<file path="src/rtl/frequency_generator.sv">
// Clock-enable style divider: derives a slow square wave and a one-cycle tick
// at each rising edge of that wave from the fast system clock.
module frequency_generator #(
  parameter int unsigned INPUT_FREQUENCY = 50_000_000,
  parameter int unsigned frequency       = 1,
  parameter int unsigned bitsNumber      = 30
) (
  input  logic InputCLK,
  input  logic Reset,
  input  logic Enable,
  output logic OutputCLK,
  output logic Tick
);

  localparam int unsigned HALF =
    (frequency == 0) ? 0 : INPUT_FREQUENCY / (32'd2 * frequency);
  localparam longint unsigned HALF_M1_L = (HALF == 0) ? 64'd0 : 64'(HALF) - 64'd1;
  localparam logic [bitsNumber-1:0] HALF_M1 = HALF_M1_L[bitsNumber-1:0];

  // Reject ratios that cannot be built or whose terminal count overflows the counter
  if (frequency == 0 || HALF == 0 || HALF_M1_L >= (64'd1 << bitsNumber)) begin : g_bad_params
    $error("frequency_generator: illegal INPUT_FREQUENCY/frequency/bitsNumber combination");
  end

  logic [bitsNumber-1:0] counter_q, counter_d;
  logic                  out_q, out_d;
  logic                  tick_q, tick_d;

  always_comb begin
    counter_d = counter_q;
    out_d     = out_q;
    tick_d    = 1'b0;
    if (Enable) begin
      if (counter_q == HALF_M1) begin
        counter_d = '0;
        out_d     = ~out_q;
        tick_d    = ~out_q;
      end else begin
        counter_d = counter_q + bitsNumber'(1);
      end
    end
  end

  always_ff @(posedge InputCLK or posedge Reset) begin
    if (Reset) begin
      counter_q <= '0;
      out_q     <= 1'b0;
      tick_q    <= 1'b0;
    end else begin
      counter_q <= counter_d;
      out_q     <= out_d;
      tick_q    <= tick_d;
    end
  end

  assign OutputCLK = out_q;
  assign Tick      = tick_q;

endmodule

</file>
<file path="config.mk">
export PLATFORM = sky130hd
export DESIGN_NAME = frequency_generator
export DESIGN_NICKNAME = d
export VERILOG_FILES = /design/src/rtl/frequency_generator.sv
export SDC_FILE = /design/constraint.sdc
export NUM_CORES = 1
export LEC_CHECK = 0
export CORE_UTILIZATION = 45
export CTS_BUF_LIST = sky130_fd_sc_hd__clkbuf_8
export DETAILED_ROUTE_END_ITERATION = 12
export PLACE_DENSITY = 0.67
export SYNTH_ARGS = -nofsm -noshare
export SYNTH_HDL_FRONTEND = slang
export SYNTH_SLANG_ARGS = --single-unit
</file>
<file path="constraint.sdc">
create_clock -name InputCLK -period 1.73 [get_ports InputCLK]
set_clock_uncertainty 0.15 [all_clocks]
set_input_delay 0.346 -clock InputCLK [delete_from_list [all_inputs] [get_ports InputCLK]]
set_output_delay 0.346 -clock InputCLK [all_outputs]
set_load 0.02 [all_outputs]
</file>
==> impl_metrics.tcl, run 1 <==
set metrics [dict create \
    seq_area_frac_synth_pct 50.2 \
    max-cap-violations 0 \
    cts_hold_buf 0 \
    setup-violations-final 16 \
    tns_ns -1.53 \
    worstPathArrival_ns 1.89 \
    mostFrequentLayoutCells "44 x buf_4, 31 x dfrtp_1, 13 x nand2_1, 13 x xnor2_1, 12 x nand3_1" \
    netlist_area_um2 1600 \
    p_leak_nw 1.11 \
    routed_wl_um 3570 \
    drt_iter0_drc 88 \
    status "finished, violations left" \
    cp-end-kind "flip-flop" \
    slew_headroom_pct 75.9 \
    cts_tree "yes" \
    track_usage_pct 21.3 \
    cp.required_ns 1.76 \
    drc 0 \
    drt.antenna.violating_nets 0 \
    clock_path_buffers 2 \
    start_util_pct 47.5 \
    grt_pass1_wl_um 5670 \
    core_um2 3360 \
    min_period_ns 1.86 \
    cp-start-kind "flip-flop" \
    cts.sinks 32 \
    cts_buffers 5 \
    place_area_um2 2040 \
    worstSkewPairLatency_ns 0.29 \
    path_max_fanout 4 \
    area_delta_synth_final_pct 39.7 \
    diodes 0 \
    p_total_mw 1.75 \
    antenna_found_initial 0 \
    layout_commonest_cell "buf_4" \
    synth_ff_type "dfrtp_1" \
    final_core_util_pct 66.3 \
    dieHeight_um 61.6 \
    worstMarginPinSlew_ns 0.359 \
    wl_per_cell_um 13.9 \
    viasPerCell 5.27 \
    num_vias 1349 \
    synth_cells 153 \
    syn_area_per_cell_um2 10.4 \
    max_freq_mhz 537 \
    clock-root-buffer "clkbuf_8" \
    nets 213 \
    crit_slowest_cell "or4_4" \
    cts_max_level 2 \
    hpwl_um 2580 \
    dieArea_um2 3790 \
    rows 21 \
    grt_overflow_total 0 \
    fin_crit_sh_pct 108 \
    synth_warnings 0 \
    violations "setup timing" \
    synth-edff-count 0 \
    final_hold_viol_count 0 \
    gp_congestion 0.805 \
    path_class "flip-flop to flip-flop" \
    dr.pass1.iters 4 \
    final_area_um2 2230 \
    rsz0062_at_grt "yes" \
    drive_gt1_share_pct 37.6 \
    cp_slowest_stage_delay_ns 0.49 \
    synth_cell_type_count 32 \
    synth_fp_nets 157 \
    crit_chain "nand4_2 -> or4_4 -> nor4_4 -> buf_4 -> o21ai_2" \
    finalWorstSetupSlack_ns -0.132 \
    place_ws_ns -0.331 \
    ir_drop_uv 429 \
    final_max_slew_viol_count 0 \
    hp-class "input pin to async pin" \
    p_per_area_nw_per_um2 785 \
    clkTransAtPathRegs_ns 0.07 \
    ys_async_sr_fraction_pct 100 \
    ys_ff_latch 32 \
    portBuffers 4 \
    die_x_um 61.6 \
    grt_max_degree 33 \
    grt_pass1_vias 1289 \
    io_pins 5 \
]
==> critical path: cells and delay by family (launching register included) <==
kind / cells / cell delay [ns]
compound gates: 1 / 0.05
buf+inv: 1 / 0.20
simple gates: 3 / 0.98
flops: 1 / 0.37
==> what timing repair did <==
item / in CTS / in global routing
pin swaps: 10 / 7
cloned: 0 / 0
setup buffers: 0 / 2
resized for setup: 11 / 15
setup endpoints to repair: 21 / 24
==> flip-flops by register name, indices dropped and copies added, names as in the netlist <==
| register | cells |
|---|---|
| OutputCLK | 1 |
| counter_q | 30 |
| Tick | 1 |
==> layout make-up <==
cell class | instances | area (um2)
multi-input cells | 116 | 853
flip-flops and latches | 32 | 802
inverters | 3 | 11.3
clock inverters | 2 | 10.0
repair buffers | 51 | 414
fillers | 270 | 1130
well taps | 46 | 57.6
clock buffers | 6 | 82.6
==> logic make-up (layout without fill, tap and decap cells) <==
family                   Yosys count  in the layout  share of synthesized area [%]
XOR/XNOR                          24             24                           13.6
adder cells (fa/ha/maj)            1              1                          0.784
buffers and inverters              5             62                           1.72
flip-flops                        32             32                           50.2
AO/OA/AOI/OAI                      9              9                           3.92
AND/OR/NAND/NOR                   82             82                           29.8
==> final timing paths <==
path,from,end,slack [ns],cells after the start
max in group asynchronous,Reset,counter_q[17],0.98,3
hold reg to reg,counter_q[4],counter_q[4],0.35,1
setup reg to reg,counter_q[14],counter_q[0],-0.13,5
setup / recovery,counter_q[14],counter_q[0],-0.13,5
min in group InputCLK,counter_q[4],counter_q[4],0.35,1
hold / removal,Reset,counter_q[8],0.25,3
==> stage by stage <==
step                hold slack, ns  instances
global placement             0.333        246
floorplan                    0.296        153
finish                       0.255        256
CTS                          0.259        254
detailed placement           0.338        246
global route                 0.284        256
==> Yosys cell counts, types with 3 or more instances <==
master | instances | area [um2]
nand4_1 | 7 | 43.8
xor2_1 | 10 | 87.6
nand3_1 | 14 | 70.1
nand2_1 | 13 | 48.8
nor3_1 | 6 | 30.0
and4_1 | 6 | 52.6
xnor2_1 | 13 | 114
dfrtp_1 | 32 | 801
and2_1 | 3 | 18.8
nor2_1 | 15 | 56.3
and3_1 | 5 | 31.3
inv_1 | 3 | 11.3
==> power breakdown <==
group	total [mW]	switching [mW]	internal, mW	leakage, nW
Sequential	0.860	0.0496	0.810	0.426
Combinational	0.302	0.143	0.158	0.635
Clock	0.590	0.273	0.317	0.0510
Total	1.75	0.466	1.29	1.11
==> per-layer routing <==
layer / GRT usage (%) / routed length [um] / up-vias
met5: 0 / 0 / -
met4: 8.25 / 63 / 0
met3: 6.93 / 161 / 9
met2: 35.0 / 1830 / 33
met1: 26.0 / 1510 / 652
li1: - / - / 655
Power figures use the tool's default switching activity.
==> inputs of run 2 (changes only) <==
CORE_ASPECT_RATIO = 2   (was unset)
HOLD_SLACK_MARGIN = 0.05   (was unset)
==> run 2 against run 1 <==
The flow still finishes with violations (setup timing). Core utilization grew 0.45 points. Largest power group unchanged. Cell count shrank 5.5%. Total power grew 0.51%. Clock power grew 3%. Hold slack gained 0.032 ns. Critical path depth grew 1. Flip-flop and latch count is the same. Routed wire length grew 12%. Count of clock-buffer cells in the layout grew 1. Register-to-register slack gained 0.05 ns.
==> impl_metrics.tcl, run 2 (synthesized netlist as in run 1, its figures left out) <==
set metrics [dict create \
    portBuffers 4 \
    cts_hold_buf 0 \
    rr_startpoint "counter_q[9]" \
    grt_overflow_total 0 \
    routed_wl_um 3990 \
    nets 214 \
    dieArea_um2 3800 \
    setup-violations-final 15 \
    status "finished, violations left" \
    gp_congestion 0.844 \
    r2r_setup_slack_ns -0.08 \
    final_hold_viol_count 0 \
    cts_tree "yes" \
    core_um2 3380 \
    drive_gt1_share_pct 39.0 \
    reg2reg_depth 6 \
    crit_chain "nor4_1 -> nand3_1 -> buf_6 -> nor4_4 -> buf_6 -> xor2_2" \
    p_leak_nw 1.13 \
    die_x_um 44.1 \
    cp.required_ns 1.80 \
    max-cap-violations 0 \
    slew_headroom_pct 72.7 \
    critPathLaunch "counter_q[9]" \
    dieHeight_um 86.2 \
    layout_commonest_cell "buf_4" \
    cp-end-kind "flip-flop" \
    num_vias 1381 \
    grt_max_degree 33 \
    grt_pass1_vias 1473 \
    rsz0062_at_grt "yes" \
    io_pins 5 \
    regToRegEndpoint "OutputCLK" \
    dr.pass1.iters 4 \
    area_delta_synth_final_pct 41.3 \
    p_total_mw 1.76 \
    path_class "flip-flop to flip-flop" \
    endpoint "OutputCLK" \
    worstPathArrival_ns 1.88 \
    max_freq_mhz 551 \
    cts.sinks 32 \
    critPathTopFamily "simple AND/OR/NAND/NOR gates" \
    cp_slowest_stage_delay_ns 0.42 \
    worstMarginPinSlew_ns 0.410 \
    diodes 0 \
    grt_pass1_wl_um 6280 \
    track_usage_pct 22.7 \
    viasPerCell 5.71 \
    cp-start-kind "flip-flop" \
    drc 0 \
    cts_max_level 2 \
    cts_buffers 5 \
    fill_cells 269 \
    largest_register "counter_q" \
    place_area_um2 1990 \
    drt_iter0_drc 38 \
    clock_path_buffers 2 \
    critical_path_cell_count 6 \
    critical_path.most_common_cell "buf_6" \
    worstSkewPairLatency_ns 0.29 \
    rows 30 \
    mostFrequentLayoutCells "45 x buf_4, 32 x dfrtp_1, 13 x nand2_1" \
    finalWorstSetupSlack_ns -0.0845 \
    crit_slowest_cell "dfrtp_1" \
    clkTransAtPathRegs_ns 0.06 \
    p_per_area_nw_per_um2 780 \
    cp_num_buf_inv 2 \
    wl_per_cell_um 16.5 \
    clock-root-buffer "clkbuf_8" \
    start_util_pct 47.3 \
    final_max_slew_viol_count 0 \
    hpwl_um 2840 \
    antenna_found_initial 0 \
    min_period_ns 1.81 \
    hp-class "input pin to async pin" \
    fin_crit_sh_pct 105 \
    final_area_um2 2260 \
    largest_reg_flops 30 \
    drt.antenna.violating_nets 0 \
    ir_drop_uv 547 \
    violations "setup timing" \
    path_max_fanout 10 \
]
## run 2: cell count changes in the layout (fill, tap and decap cells not counted), moves of 2 or more
cell / delta
clkinv_2: -2
nand3_4: +2
nor2_2: -2
xnor2_1: -2
xnor2_2: +2
## run 2: repair_timing
item                                    4_1_cts  5_1_grt
endpoints found under the setup margin       21       26
gates resized for setup                      11       21
pin swaps                                     6        9
hold endpoints to repair                      0        0
buffers inserted                              3        3
## run 2: where the power goes
part / internal, mW / switching [mW] / leakage (nW) / total, mW
Combinational: 0.139 / 0.151 / 0.651 / 0.290
Sequential: 0.810 / 0.0492 / 0.428 / 0.860
Clock: 0.354 / 0.256 / 0.0503 / 0.610
## run 2: metal layers
metal	global-route usage [%]	wire, um	share of wire (%)
met5	0	0	0
met4	13.2	147	3.7
met3	5.21	105	2.6
met2	41.4	2350	59
met1	21.9	1390	35
## run 2: area by class of cell
cell class              instances  area (um2)  share of cell area, %
multi-input cells             116         897                   39.8
repair buffers                 52         410                   18.2
flip-flops and latches         32         801                   35.5
well taps                      32        40.0                   1.77
clock buffers                   7        96.3                   4.27
inverters                       3        11.3                  0.499
## run 2: worst reg2reg max path: cells and delay by family (launching register included)
family	cells	cell delay [ns]
buf+inv	2	0.35
simple gates	3	0.70
flops	1	0.42
xor+xnor	1	0.13
## run 2: how the worst min path moves through the flow
stage / cells after the start / endpoint / slack [ns] / from
2_1_floorplan: 1 / counter_q[29] / 0.30 / counter_q[29]
3_3_place_gp: 1 / counter_q[27] / 0.33 / counter_q[27]
3_5_place_dp: 1 / counter_q[4] / 0.34 / counter_q[4]
4_1_cts: 3 / counter_q[23] / 0.30 / Reset
5_1_grt: 3 / counter_q[17] / 0.33 / Reset
6_report: 3 / counter_q[17] / 0.29 / Reset
## run 2: metrics by stage
stage	setup slack, ns	util, %	std cells	hold WS, ns	setup TNS, ns
5_1_grt	-0.183	66.8	242	0.331	-2.44
3_3_place_gp	-0.240	59.0	230	0.326	-4.90
6_report	-0.0845	66.8	242	0.287	-0.674
3_5_place_dp	-0.288	59.0	230	0.343	-5.48
2_1_floorplan	-0.0167	-	153	0.296	-0.0202
4_1_cts	-0.0751	63.6	240	0.304	-0.679
